## src/rtl/mem_copy_master.sv

```systemverilog
// rtl/mem_copy_master.sv - Bus master that copies a byte range inside a single-port memory
//
// Ports:
//   clk, rst_n          clock and synchronous active-low reset
//   start               copy command, accepted only when no copy is running
//   src_addr, dst_addr  first source / destination address, captured on start
//   len                 byte count 0..2^ADDR_W, larger values clamp to 2^ADDR_W
//   busy                high while a copy is in progress
//   done                one-cycle pulse when a copy ends, normally or by timeout
//   err                 set by a timeout abort, cleared by the next accepted start
//   count               bytes fully written in the current or last copy
//   read, write, addr   memory request; held until ack is sampled
//   data_i              write data towards the memory
//   data_o              read data from the memory, valid with ack during a read
//   ack                 one-cycle memory completion pulse
module mem_copy_master #(
    parameter int ADDR_W  = 5,
    parameter int DATA_W  = 8,
    parameter int TIMEOUT = 16
) (
    input  logic              clk,
    input  logic              rst_n,
    input  logic              start,
    input  logic [ADDR_W-1:0] src_addr,
    input  logic [ADDR_W-1:0] dst_addr,
    input  logic [ADDR_W:0]   len,
    output logic              busy,
    output logic              done,
    output logic              err,
    output logic [ADDR_W:0]   count,
    output logic              read,
    output logic              write,
    output logic [ADDR_W-1:0] addr,
    output logic [DATA_W-1:0] data_i,
    input  logic [DATA_W-1:0] data_o,
    input  logic              ack
);

    localparam logic [1:0] S_IDLE = 2'd0;
    localparam logic [1:0] S_RD   = 2'd1;
    localparam logic [1:0] S_WR   = 2'd2;
    localparam logic [1:0] S_FIN  = 2'd3;

    localparam int TW = $clog2(TIMEOUT) + 1;
    localparam logic [ADDR_W:0] MAX_LEN = {1'b1, {ADDR_W{1'b0}}};

    logic [1:0]        state;
    logic [ADDR_W-1:0] src_r;
    logic [ADDR_W-1:0] dst_r;
    logic [ADDR_W:0]   len_r;
    logic [TW-1:0]     tcnt;
    logic              timeout_hit;
    logic [ADDR_W:0]   count_next;
    logic [ADDR_W-1:0] src_next;

    // The request has already been high TIMEOUT-1 cycles without ack, so
    // this edge completes exactly TIMEOUT cycles of waiting.
    assign timeout_hit = (tcnt == TW'(TIMEOUT - 1));
    assign count_next  = count + (ADDR_W + 1)'(1);
    assign src_next    = src_r + ADDR_W'(1);

    always_ff @(posedge clk) begin
        if (!rst_n) begin
            state  <= S_IDLE;
            busy   <= 1'b0;
            done   <= 1'b0;
            err    <= 1'b0;
            count  <= '0;
            read   <= 1'b0;
            write  <= 1'b0;
            addr   <= '0;
            data_i <= '0;
            src_r  <= '0;
            dst_r  <= '0;
            len_r  <= '0;
            tcnt   <= '0;
        end else begin
            done <= 1'b0;
            case (state)
                S_IDLE: begin
                    if (start) begin
                        src_r <= src_addr;
                        dst_r <= dst_addr;
                        len_r <= (len > MAX_LEN) ? MAX_LEN : len;
                        err   <= 1'b0;
                        count <= '0;
                        busy  <= 1'b1;
                        tcnt  <= '0;
                        if (len == '0) begin
                            // Empty copy still shows one busy cycle before done.
                            state <= S_FIN;
                        end else begin
                            state <= S_RD;
                            read  <= 1'b1;
                            addr  <= src_addr;
                        end
                    end
                end
                S_RD: begin
                    if (ack) begin
                        read   <= 1'b0;
                        write  <= 1'b1;
                        addr   <= dst_r;
                        data_i <= data_o;
                        tcnt   <= '0;
                        state  <= S_WR;
                    end else if (timeout_hit) begin
                        read  <= 1'b0;
                        err   <= 1'b1;
                        state <= S_FIN;
                    end else begin
                        tcnt <= tcnt + TW'(1);
                    end
                end
                S_WR: begin
                    if (ack) begin
                        write <= 1'b0;
                        count <= count_next;
                        src_r <= src_next;
                        dst_r <= dst_r + ADDR_W'(1);
                        tcnt  <= '0;
                        if (count_next == len_r) begin
                            // Finish straight away so done lands in the cycle
                            // right after the last write ack.
                            busy  <= 1'b0;
                            done  <= 1'b1;
                            state <= S_IDLE;
                        end else begin
                            read  <= 1'b1;
                            addr  <= src_next;
                            state <= S_RD;
                        end
                    end else if (timeout_hit) begin
                        write <= 1'b0;
                        err   <= 1'b1;
                        state <= S_FIN;
                    end else begin
                        tcnt <= tcnt + TW'(1);
                    end
                end
                default: begin
                    busy  <= 1'b0;
                    done  <= 1'b1;
                    state <= S_IDLE;
                end
            endcase
        end
    end

endmodule
```

## config.mk

```make
export PLATFORM = sky130hd
export DESIGN_NAME = mem_copy_master
export DESIGN_NICKNAME = d
export VERILOG_FILES = /design/src/rtl/mem_copy_master.sv
export SDC_FILE = /design/constraint.sdc
export NUM_CORES = 1
export LEC_CHECK = 0
export CAP_MARGIN = 30
export CORE_ASPECT_RATIO = 0.75
export CORE_MARGIN = 2
export CORE_UTILIZATION = 35
export CTS_BUF_LIST = sky130_fd_sc_hd__clkbuf_4
export CTS_CLUSTER_DIAMETER = 150
export DETAILED_ROUTE_END_ITERATION = 8
export PLACE_DENSITY = 0.68
export SYNTH_ARGS = -nofsm -noshare
export SYNTH_HDL_FRONTEND = slang
export SYNTH_SLANG_ARGS = --single-unit
```

## constraint.sdc

```tcl
create_clock -name clk -period 2 [get_ports clk]
set_input_delay 0.3 -clock clk [delete_from_list [all_inputs] [get_ports clk]]
set_output_delay 0.3 -clock clk [all_outputs]
set_load 0.01 [all_outputs]
```

==> out/metrics.cfg, run 1 <==
[timing]
fin_worst_skew_ps = 28.1
maxSlewHeadroom = 0.724
setup_violations = 0
tightest_slew_ps = 411
finalMaxSlewViolations = 0
hold_viol = 0
min_period_ps = 1920
rsz0062_at_grt = yes
fmax_mhz = 521
period_share = 0.960

[cts]
clk_latency_ps = 370
cts_tree = built
cts_max_path_buffers = 2
clock-sinks = 47
cts_root_buf = clkbuf_4
cts.htree.levels = 2
path_clk_slew_ps = 160
cts_buffers = 5

[setup_path]
critical_path.cell_chain = ha_4, and3b_1, or3_4, a31o_4, a211oi_4, buf_6, mux2i_1
path_buf_inv = 1
cp_slowest_cell = dfxtp_4
rr_worst_depth = 7
critPathMaxStageDelay_ps = 390
r2r_start = count[0]$_SDFFE_PN0P_
crit_type = flip-flop to flip-flop
crit_cells = 7
worstPathRequired_ps = 2310
cp-start-kind = flip-flop
startpoint = count[0]$_SDFFE_PN0P_
endpoint_kind = flip-flop
cp.arrival_ps = 2230
critPathTopFamily = compound AO/OA/AOI/OAI gates
worstPathMaxFanout = 6

[cells_and_area]
fillers = 665
fin_cells = 474
area_growth_pct = 39.8
multi_input_area_sq_mm = 0.00154
drive_above_1_share = 0.157
seqCellArea_sq_um = 952
fin_area_sq_mm = 0.00349
nNetsFinal = 412
n_antenna_cell = 0

[synthesis]
syn_avg_cell_area_sq_um = 8.19
synth_cell_types = 49
syn_inst = 305
yosysWarnings = 0
syn-num-nets = 342
synth_area_sq_mm = 0.00250
ys.flop_type = dfxtp_1
ys_ff_latch = 47
synth_edf_count = 0
ys_seq_area_frac = 0.377
async_reset_ff_frac = 0

[routing]
post_drt_wl_per_cell_microns = 14.3
postRouteAntennaNets = 0
num_vias = 2413
vias_per_cell = 5.09
drt_wl_total_mm = 6.78
first_pass_iters = 4
drt_iter0_drc = 130
drc_errors = 0

[floorplan]
fp.dieW_microns = 102
die_y_microns = 77.2
ios = 52
design.core.area_sq_mm = 0.00686
rows = 26
dieArea_sq_mm = 0.00784
start_util = 0.364

[pwr]
p_leak_uw = 0.00125
vdd_drop_max_v = 0.000337
cellPowerDensity_mw_per_mm2 = 730

[hold_path]
min_path_cells = 2
min-delay-start = read$_SDFFE_PN0P_
hp-class = flip-flop to flip-flop

[grt]
grt_start_max_net_pins = 20
antenna_found_initial = 0
gr-usage-all-layers = 0.177
grt_overflow = 0
grt_pass1_vias = 2400
grt_pass1_wl_mm = 11.4

[place]
hpwl_mm = 4.96
routabilityCongestion = 0.906
postPlaceCellArea_sq_mm = 0.00328
io_buffers = 51
dp_cells = 463

[run]
cap_violations = 0

[run_status]
outcome = completed

-- synth_stat cells (3+ instances only) --
library cell / count / area, sq um
nand2_1: 36 / 135
xnor2_1: 9 / 78.8
nand2b_1: 3 / 18.8
o211ai_1: 4 / 30.0
clkbuf_1: 13 / 48.8
inv_1: 7 / 26.3
nor3_1: 4 / 20.0
nand3_1: 20 / 100
nor2_1: 24 / 90.1
or3_1: 5 / 31.3
dfxtp_1: 47 / 941
a21oi_1: 33 / 165
o2bb2ai_1: 3 / 26.3
a31o_2: 3 / 26.3
ha_1: 9 / 113
a211oi_1: 5 / 37.5
o21ai_0: 17 / 85.1
nor3b_1: 5 / 37.5
a22oi_1: 3 / 22.5
mux2i_1: 9 / 90.1
nor4_1: 4 / 25.0
nor2b_1: 5 / 31.3
-- path summary, 6_finish.rpt --
path / endpoint / slack (ps)
worst max-delay path: addr[3]$_SDFFE_PN0P_ / 80
worst min-delay path: read$_SDFFE_PN0P_ / 460
worst max register to register: addr[3]$_SDFFE_PN0P_ / 80
worst min register to register: read$_SDFFE_PN0P_ / 460
-- final cells by class --
type	count	area share
clock buffer	6	0.0129
inverter	9	0.00967
sequential	47	0.273
tap	98	0.0351
clock inverter	2	0.0172
timing repair buffer	79	0.211
multi-input combinational	233	0.441
-- stage by stage --
stage | util | setup slack (ps) | power (uW) | setup TNS (ps) | hold slack [ps]
after floorplan | - | 1.58 | 1520 | 0 | 448
after global placement | 0.478 | 16.0 | 1800 | 0 | 444
after detailed placement | 0.478 | -68.0 | 1820 | -307 | 449
after CTS | 0.495 | 21.4 | 2560 | 0 | 468
after global routing | 0.509 | -13.9 | 2700 | -25.7 | 485
final | 0.509 | 79.6 | 2550 | 0 | 463
-- flip-flops by register name (all words and copies together), names as in the netlist --
signal and count:
data_i 8, count 6, len_r 6, addr 5, dst_r 5, src_r 5, tcnt 5, state 2
busy 1, done 1, err 1, read 1, write 1
-- cell usage in the layout, fill, tap and decap left out, types with 6 or more instances in the layout --
cell type	n
ha_1	8
a21oi_1	33
xnor2_1	8
clkbuf_4	6
nor2_1	24
clkdlybuf4s50_1	51
mux2i_1	9
dfxtp_1	42
nand3_1	20
buf_4	26
inv_1	7
o21ai_0	17
nand2_1	36
-- logic make-up (layout without fill, tap and decap cells) --
group           Yosys count  count (layout)  share of synthesized area
compound gates           88              88                      0.234
flops                    47              47                      0.377
mux                       9               9                     0.0361
buf+inv                  25              96                     0.0386
xor+xnor                 11              11                     0.0386
fa+ha+maj                 9               9                     0.0451
simple gates            116             116                      0.231
-- where the power goes --
group / switching, uW / internal, uW / total [uW]
sequential: 72.2 / 1030 / 1100
combinational: 376 / 355 / 732
clock: 314 / 404 / 718
-- per-layer routing --
metal | GRT usage | share of wire | vias up
li1 | - | - | 1241
met1 | 0.254 | 0.49 | 1117
met2 | 0.282 | 0.45 | 53
met3 | 0.0337 | 0.050 | 2
met4 | 0.0230 | 0.0035 | 0
met5 | 0 | 0 | -
-- tightest hold or removal path, cell delays in order, from the launching register on --
cell and delay, ps:
dfxtp_1 340, nand2_1 50, o21bai_1 50
-- timing repair --
item,4_1_cts,5_1_grt
endpoints found under the setup margin,6,16
buffers inserted,1,2
hold buffers,0,0
pin swaps,1,5
gates resized for setup,1,16
Note: power is estimated with default switching activity, not from simulation.
==> run 2, diff against run 1 <==
--- a/config.mk
+++ b/config.mk
@@ -12,6 +12,7 @@
 export CTS_BUF_LIST = sky130_fd_sc_hd__clkbuf_4
 export CTS_CLUSTER_DIAMETER = 150
 export DETAILED_ROUTE_END_ITERATION = 8
+export MAX_ROUTING_LAYER = met4
 export PLACE_DENSITY = 0.68
 export SYNTH_ARGS = -nofsm -noshare
 export SYNTH_HDL_FRONTEND = slang
==> run 2 against run 1 <==
Against the previous run:
- final area fell by 2.5%
- worst hold slack gained 1.7 ps
- die area is the same
- fmax hardly changed
- sequential share of layout area is 0.59 points higher
- routed wire length fell by 2.0%
- via count up 2.4%
- first-iteration DRC count rose by 28%
- clock-buffer cell count fell by 1
- power fell by 6.1%
- utilization fell by 1.3 points
- global-route usage grew 0.065 points
- largest cell class unchanged
- largest power group unchanged
==> out/metrics.cfg, run 2 (synthesized netlist as in run 1, its figures left out) <==
[run_status]
outcome = completed  ; unchanged

[cts]
clock-sinks = 47  ; unchanged
cts_hold_buffers = 0  ; unchanged
cts.htree.levels = 2  ; unchanged
cts_tree = built  ; unchanged
cts_root_buf = clkbuf_4  ; unchanged
path_clk_slew_ps = 140  ; was 160 ps
clk_latency_ps = 370  ; about the same
cts_buffers = 5  ; unchanged
cts_max_path_buffers = 2  ; unchanged

[routing]
postRouteAntennaNets = 0  ; unchanged
post_drt_wl_per_cell_microns = 14.1  ; was 14.3 microns
drc_errors = 0  ; unchanged
vias_per_cell = 5.24  ; was 5.09
first_pass_iters = 4  ; unchanged
num_vias = 2470  ; was 2413
drt_wl_total_mm = 6.65  ; was 6.78 mm
drt_iter0_drc = 166  ; was 130

[grt]
gr-usage-all-layers = 0.178  ; was 0.177
grt_pass1_vias = 2307  ; was 2400
grt_overflow = 0  ; unchanged
antenna_found_initial = 0  ; unchanged
grt_start_max_net_pins = 20  ; unchanged
grt_pass1_wl_mm = 11.0  ; was 11.4 mm

[cells_and_area]
layout_commonest_cell = clkdlybuf4s50_1  ; unchanged
reg_top3 = data_i x8, count x6, len_r x6  ; unchanged
fillers = 684  ; was 665
n_antenna_cell = 0  ; unchanged
nNetsFinal = 410  ; was 412
multi_input_area_sq_mm = 0.00150  ; was 0.00154 sq mm
area_growth_pct = 36.3  ; was 39.8%
top_register = data_i  ; unchanged
fin_area_sq_mm = 0.00340  ; was 0.00349 sq mm
seqCellArea_sq_um = 948  ; was 952 sq um
post-route-util = 0.496  ; was 0.509
drive_above_1_share = 0.142  ; was 0.157
largest_reg_flops = 8  ; unchanged
final_cell_mix = clkdlybuf4s50_1 (51), dfxtp_1 (41), nand2_1 (36)  ; was clkdlybuf4s50_1 (51), dfxtp_1 (42), nand2_1 (36)

[place]
dp_slack_ps = -61.9  ; was -68.0 ps
postPlaceCellArea_sq_mm = 0.00328  ; unchanged
io_buffers = 51  ; unchanged
routabilityCongestion = 0.915  ; was 0.906
hpwl_mm = 4.95  ; was 4.96 mm

[timing]
tightest_slew_ps = 468  ; was 411 ps
finalMaxSlewViolations = 0  ; unchanged
rsz0062_at_grt = yes  ; unchanged
setup_ws_ps = 78.9  ; was 79.6 ps
fmax_mhz = 521  ; about the same
setup_violations = 0  ; unchanged
hold_slack_ps = 465  ; was 463 ps
fin_worst_skew_ps = 31.1  ; was 28.1 ps
period_share = 0.961  ; was 0.960
hold_viol = 0  ; unchanged
maxSlewHeadroom = 0.687  ; was 0.724
min_period_ps = 1920  ; about the same

[setup_path]
critPathTopFamily = compound AO/OA/AOI/OAI gates  ; unchanged
crit_cells = 5  ; was 7
crit_type = flip-flop to flip-flop  ; unchanged
path_buf_inv = 0  ; was 1
rr_worst_depth = 5  ; was 7
cp_slowest_cell = a2111oi_1  ; was dfxtp_4
cp.arrival_ps = 2200  ; was 2230 ps
worstPathMaxFanout = 5  ; was 6
critPathMaxStageDelay_ps = 520  ; was 390 ps
critical_path.cell_chain = nand2_1, or3_4, a2111oi_1, a21oi_1, o211a_1  ; was ha_4, and3b_1, or3_4, a31o_4, a211oi_4, buf_6, mux2i_1
endpoint_kind = flip-flop  ; unchanged
cp-start-kind = flip-flop  ; unchanged
worstPathRequired_ps = 2280  ; was 2310 ps

[floorplan]
rows = 26  ; unchanged
die_y_microns = 77.2  ; unchanged
ios = 52  ; unchanged
dieArea_sq_mm = 0.00784  ; unchanged
design.core.area_sq_mm = 0.00686  ; unchanged
start_util = 0.364  ; unchanged
fp.dieW_microns = 102  ; unchanged

[hold_path]
hp-class = flip-flop to flip-flop  ; unchanged
min_path_cells = 2  ; unchanged

[run]
cap_violations = 0  ; unchanged

[pwr]
p_leak_uw = 0.00122  ; was 0.00125 uW
cellPowerDensity_mw_per_mm2 = 703  ; was 730 mW/mm^2
vdd_drop_max_v = 0.000397  ; was 0.000337 V

run 2: repair_timing:
| action | 4_1_cts | 5_1_grt |
|---|---|---|
| setup buffers | 1 | 0 |
| pin swaps | 1 | 1 |
| resized for setup | 0 | 12 |
| setup endpoints to repair | 5 | 19 |
run 2: per-stage QoR:
step	std cells	setup TNS [ps]	total power, uW
after CTS	471	0	2400
final	471	0	2390
after detailed placement	463	-362	1820
after global placement	463	0	1810
after global routing	471	-38.2	2530
after floorplan	305	0	1520
run 2: final timing paths:
kind,start,to,slack (ps)
max,count[3]$_SDFFE_PN0P_,state[0]$_SDFFE_PN0P_,80
min,data_i[1]$_SDFFE_PN0P_,data_i[1]$_SDFFE_PN0P_,470
max reg2reg,count[3]$_SDFFE_PN0P_,state[0]$_SDFFE_PN0P_,80
min reg2reg,data_i[1]$_SDFFE_PN0P_,data_i[1]$_SDFFE_PN0P_,470
run 2: power breakdown:
| part | internal [uW] | total, uW | switching (uW) |
|---|---|---|---|
| Clock | 257 | 571 | 314 |
| Combinational | 352 | 721 | 370 |
| Sequential | 1030 | 1100 | 71.7 |
run 2: layer usage:
metal  vias up  global-route usage  share of wire
met4         0              0.0459         0.0098
met3         9              0.0346          0.054
met2        75               0.256           0.45
met1      1150               0.254           0.49
li1       1236                   -              -
met5         -                   -              0
run 2: layout make-up:
class | instances | area share
inverter | 9 | 0.00992
tap | 98 | 0.0360
sequential | 47 | 0.279
multi-input combinational | 233 | 0.441
clock inverter | 2 | 0.0110
timing repair buffer | 77 | 0.212
clock buffer | 5 | 0.0110
run 2: worst min-delay path, stage by stage, from the launching register on:
cell and delay (ps):
dfxtp_1 340, nand2_1 50, a21oi_1 50
==> run 3, diff against run 2 <==
--- a/config.mk
+++ b/config.mk
@@ -11,9 +11,11 @@
 export CORE_UTILIZATION = 35
 export CTS_BUF_LIST = sky130_fd_sc_hd__clkbuf_4
 export CTS_CLUSTER_DIAMETER = 150
+export CTS_CLUSTER_SIZE = 14
 export DETAILED_ROUTE_END_ITERATION = 8
 export MAX_ROUTING_LAYER = met4
 export PLACE_DENSITY = 0.68
+export SLEW_MARGIN = 20
 export SYNTH_ARGS = -nofsm -noshare
 export SYNTH_HDL_FRONTEND = slang
 export SYNTH_SLANG_ARGS = --single-unit
==> results of run 3 <==
The final DEF is identical to that of run 2; final timing and power are the same.
